--- config.mk ---
export PLATFORM = sky130hd
export DESIGN_NAME = ysyx_23060303_seq_ctrl
export DESIGN_NICKNAME = d
export VERILOG_FILES = /design/src/rtl/ysyx_23060303_seq_ctrl.sv
export SDC_FILE = /design/constraint.sdc
export NUM_CORES = 1
export LEC_CHECK = 0
export BUFFER_PORTS_ARGS = -buffer_cell sky130_fd_sc_hd__buf_2
export CORE_MARGIN = 2
export CORE_UTILIZATION = 30
export CTS_CLUSTER_DIAMETER = 120
export DETAILED_ROUTE_END_ITERATION = 16
export MAX_ROUTING_LAYER = met4
export PLACE_DENSITY = 0.5
export SLEW_MARGIN = 20
export SYNTH_ARGS = -nofsm -noshare
export SYNTH_HDL_FRONTEND = slang
export SYNTH_SLANG_ARGS = --single-unit
--- constraint.sdc ---
create_clock -name clk -period 7.5 [get_ports clk]
set_clock_uncertainty 0.05 [all_clocks]
set_input_delay 1.5 -clock clk [delete_from_list [all_inputs] [get_ports clk]]
set_output_delay 1.5 -clock clk [all_outputs]
set_load 0.05 [all_outputs]
--- src/rtl/ysyx_23060303_seq_ctrl.sv ---
`default_nettype none
// ============================================================================
// Module   : ysyx_23060303_seq_ctrl
// Purpose  : Multi-cycle instruction sequencer for the ysyx_23060303 NPC core.
//            Walks each instruction through FETCH -> WAIT -> EXEC -> WB.
//            Stops on ebreak or on a fetch watchdog timeout. Maintains
//            cycle and retired-instruction counters.
// Ports    : clk, rst            - clock, synchronous active-high reset
//            if_req_*            - instruction fetch request handshake
//            if_rsp_* / inst     - fetch response and latched instruction
//            ex_start / ex_done  - EXU start pulse and completion
//            rd_en_dec / rf_wen  - decoded and issued register write enable
//            pc_wen              - PC advance enable
//            halt / fetch_err    - sticky stop flag and its timeout cause
//            cycle_cnt / instret_cnt - performance counters
// Revision : 1.0 - initial release
// ============================================================================
module ysyx_23060303_seq_ctrl #(
  parameter int unsigned TIMEOUT = 255,
  parameter int unsigned CNT_W   = 32
) (
  input  logic             clk,
  input  logic             rst,
  output logic             if_req_valid,
  input  logic             if_req_ready,
  input  logic             if_rsp_valid,
  output logic             if_rsp_ready,
  input  logic [31:0]      if_rsp_inst,
  output logic [31:0]      inst,
  output logic             ex_start,
  input  logic             ex_done,
  input  logic             rd_en_dec,
  output logic             rf_wen,
  output logic             pc_wen,
  output logic             halt,
  output logic             fetch_err,
  output logic [CNT_W-1:0] cycle_cnt,
  output logic [CNT_W-1:0] instret_cnt
);

  localparam logic [31:0]     c_ebreak  = 32'h0010_0073;
  localparam int unsigned     c_wd_w    = 10;
  localparam logic [c_wd_w-1:0] c_timeout = c_wd_w'(TIMEOUT);

  typedef enum logic [2:0] {
    S_FETCH = 3'd0,
    S_WAIT  = 3'd1,
    S_EXEC  = 3'd2,
    S_WB    = 3'd3,
    S_HALT  = 3'd4
  } state_t;

  state_t            r_state;
  logic              r_ex_first;
  logic              r_fetch_err;
  logic [c_wd_w-1:0] r_wdog;
  logic [31:0]       r_inst;
  logic [CNT_W-1:0]  r_cycle;
  logic [CNT_W-1:0]  r_instret;

  logic [c_wd_w-1:0] w_wdog_inc;
  logic              w_wdog_expire;

  // The watchdog spans FETCH and WAIT together; it is only cleared when a
  // new fetch begins, so a slow request eats into the response budget.
  assign w_wdog_inc    = r_wdog + c_wd_w'(1);
  assign w_wdog_expire = (w_wdog_inc == c_timeout);

  always_ff @(posedge clk) begin
    if (rst) begin
      r_state     <= S_FETCH;
      r_ex_first  <= 1'b0;
      r_fetch_err <= 1'b0;
      r_wdog      <= '0;
      r_inst      <= '0;
      r_cycle     <= '0;
      r_instret   <= '0;
    end else begin
      if (r_state != S_HALT) begin
        r_cycle <= r_cycle + CNT_W'(1);
      end
      r_ex_first <= 1'b0;

      case (r_state)
        S_FETCH: begin
          // A completing handshake takes priority over an expiring watchdog.
          if (if_req_ready) begin
            r_state <= S_WAIT;
          end else if (w_wdog_expire) begin
            r_state     <= S_HALT;
            r_fetch_err <= 1'b1;
          end else begin
            r_wdog <= w_wdog_inc;
          end
        end

        S_WAIT: begin
          if (if_rsp_valid) begin
            r_inst <= if_rsp_inst;
            if (if_rsp_inst == c_ebreak) begin
              // ebreak retires here; it never reaches the EXU or write-back.
              r_state   <= S_HALT;
              r_instret <= r_instret + CNT_W'(1);
            end else begin
              r_state    <= S_EXEC;
              r_ex_first <= 1'b1;
            end
          end else if (w_wdog_expire) begin
            r_state     <= S_HALT;
            r_fetch_err <= 1'b1;
          end else begin
            r_wdog <= w_wdog_inc;
          end
        end

        S_EXEC: begin
          if (ex_done) begin
            r_state <= S_WB;
          end
        end

        S_WB: begin
          r_instret <= r_instret + CNT_W'(1);
          r_wdog    <= '0;
          r_state   <= S_FETCH;
        end

        S_HALT: begin
          r_state <= S_HALT;
        end

        default: begin
          r_state <= S_HALT;
        end
      endcase
    end
  end

  assign if_req_valid = (r_state == S_FETCH);
  assign if_rsp_ready = (r_state == S_WAIT);
  assign ex_start     = r_ex_first;
  // The only input-to-output path: the decoder's write enable gated by WB.
  assign rf_wen       = (r_state == S_WB) & rd_en_dec;
  assign pc_wen       = (r_state == S_WB);
  assign halt         = (r_state == S_HALT);
  assign fetch_err    = r_fetch_err;
  assign inst         = r_inst;
  assign cycle_cnt    = r_cycle;
  assign instret_cnt  = r_instret;

endmodule
`default_nettype wire

==> out/results.ini <==
[synthesis]
synth_edf_count=0
syn_inst=585
yosysSeqAreaShare=0.452
synth-async-reset-ratio=0
synthDistinctLibCells=53
yosys_warnings=0
syn_area_um2=4910
ys_ff_latch=111
synth_fp_nets=627
syn_area_per_cell_um2=8.40
synth_ff_type=dfxtp_1

[pwr]
power_leakage_nw=2.50
ir_worst_vdd_uv=94.0
p_per_area_nw_per_um2=200

[detailed_routing]
drt_drc_violations_left=0
antenna_left=0
num_vias=4527
wl_um=13000
firstDrtPassIters=4
viasPerCell=4.87
wire_per_inst_um=14.0
detail_route.iter0.violations=158

[die]
die_width_um=132
boundaryPins=141
fp.dieH_um=132
die_area_um2=17400
core_um2=15900
rows=46
start_util=0.308

[cells_and_area]
area_growth_pct=24.1
num_antenna_cells=0
multi_input_area_um2=2540
regArea_um2=2220
fill_cells=1690
nets=750
drive_gt1_frac=0.238

[critical_path]
critPathMaxFanout=1
crit_top_cell=buf_2
cpPeakStageDelay_ps=270
cp_slowest_cell=buf_2
crit_path_end_kind=output port
critPathLaunchType=primary input
worstSetupPathType=in -> out
worst-path-buf-inv=2
worst_ep_arrival_time_ps=2010
worst-endpoint-required_ps=5950
path_cells=buf_2, and3_1, buf_2
critPathTopFamily=buffers and inverters

[clock_network]
clkLatencyLatePin_ps=340
cts-resized-gates=0
cts.sinks=111
ctsHoldBuffers=0
cts_buffers=9
cts_root_buf=clkbuf_16
cts_tree=done
clkTransAtPathRegs_ps=60
cts_buffer_depth=2
cts_max_level=3
post_cts_buffers=0

[flow_run]
maxCapViolCount=0

[global_routing]
grt.total_usage=0.153
antenna_found_initial=0
grt_pass1_vias=4399
grt_max_degree=89
grt_pass1_wl_um=21400
overflow=0

[timing]
slew_viol_final=0
rsz0062_at_grt=no
maxSlewHeadroom=0.394
fmax_mhz=281
hold_viol=0
worstMarginPinSlew_ps=909
fin_tns_setup_ps=0
period_share=0.475
setup_viol=0
hold_slack_ps=399
period_minus_slack_ps=3560

[place]
portBuffers=140
gp_congestion=0.782
dp_hpwl_um=9280

[worst_hold_path]
hold_path.class=reg -> reg

[status]
outcome=finished, final reports clean

metrics by stage:
step / power, mW / setup WS [ps] / instance area (um2) / cells / util
after floorplan: 0.701 / 4010 / 4910 / 585 / -
after CTS: 1.24 / 3930 / 6080 / 929 / 0.381
after detailed placement: 0.736 / 3580 / 5770 / 913 / 0.362
after global routing: 1.27 / 3820 / 6100 / 929 / 0.382
after global placement: 0.734 / 3590 / 5770 / 913 / 0.362
final: 1.22 / 3940 / 6100 / 929 / 0.382
where the power goes:
part | internal, mW | switching (mW)
combinational | 0.0297 | 0.0823
clock | 0.278 | 0.219
sequential | 0.600 | 0.00930
sequential cells by signal, summed over array words and instances, names as in the netlist:
signal       flops
fetch_err        1
cycle_cnt       32
r_wdog          10
r_state          3
ex_start         1
instret_cnt     32
inst            32
cells by family (layout without fill, tap and decap cells):
group | count (synthesis) | after routing | share of synthesized area
compound gates | 80 | 80 | 0.0991
xor+xnor | 56 | 56 | 0.0998
fa+ha+maj | 4 | 4 | 0.0102
buf+inv | 40 | 168 | 0.0336
flops | 111 | 111 | 0.452
mux | 4 | 4 | 0.00840
simple gates | 290 | 290 | 0.297
area by class of cell:
class / instances / share of cell area
clock buffers: 12 / 0.0421
clock inverters: 4 / 0.00883
multi-input cells: 434 / 0.417
inverters: 11 / 0.00677
well taps: 216 / 0.0443
flip-flops and latches: 111 / 0.365
repair buffers: 141 / 0.117
path summary, 6_finish.rpt:
kind / slack (ps) / to / startpoint / cells past startpoint
setup / recovery: 3940 / rf_wen / rd_en_dec / 3
hold / removal: 400 / fetch_err$_SDFFE_PP0P_ / fetch_err$_SDFFE_PP0P_ / 2
setup reg to reg: 4740 / r_wdog[0]$_SDFFE_PP0P_ / r_wdog[1]$_SDFFE_PP0P_ / 7
hold reg to reg: 400 / fetch_err$_SDFFE_PP0P_ / fetch_err$_SDFFE_PP0P_ / 2
worst register-to-register path, cell delays in order (launching register included):
cell and delay (ps):
dfxtp_1 390, ha_1 280, nand2_1 120, or3_1 340, a2111oi_0 600, and2_0 370
o21a_1 340, mux2_2 200
cell usage in the layout, fill, tap and decap left out, types with 3 or more instances in the layout:
master / instances
a21oi_1: 46
and2_1: 3
and3_1: 10
and4_1: 10
buf_2: 139
clkbuf_16: 9
dfxtp_1: 111
ha_1: 4
inv_1: 11
mux2i_1: 3
nand2_1: 91
nand3_1: 27
nand4_1: 19
nand4b_1: 3
nor2_1: 70
nor2b_1: 4
nor3_1: 9
nor4_1: 11
nor4_2: 3
nor4b_1: 4
o21ai_0: 12
or3_1: 12
xnor2_1: 26
xor2_1: 30
Yosys cell counts (2+ instances only):
cell type	count	area, um2
dfxtp_1	111	2220
nand2_1	92	345
nor2_1	70	263
a21oi_1	46	230
xor2_1	30	263
nand3_1	27	135
xnor2_1	26	228
clkbuf_1	22	82.6
nand4_1	19	119
nor4_1	12	75.1
o21ai_0	12	60.1
or3_1	12	75.1
and3_1	11	68.8
inv_1	11	41.3
and4_1	10	87.6
nor3_1	9	45.0
buf_2	6	30.0
ha_1	4	50.1
nor2b_1	4	25.0
nor4b_1	4	35.0
and2_1	3	18.8
mux2i_1	3	30.0
nand4b_1	3	26.3
a211oi_1	2	15.0
a21o_1	2	15.0
a221o_1	2	20.0
a31oi_1	2	12.5
nand2b_1	2	12.5
nor3b_1	2	15.0
nor4_2	2	25.0
or4_4	2	22.5
per-layer routing:
metal,global-route usage,part of all wire,up-vias
li1,-,-,2264
met1,0.192,0.47,2142
met2,0.241,0.46,101
met3,0.0319,0.046,20
met4,0.0622,0.021,0
met5,-,0,-
(Power assumes the default switching activity.)
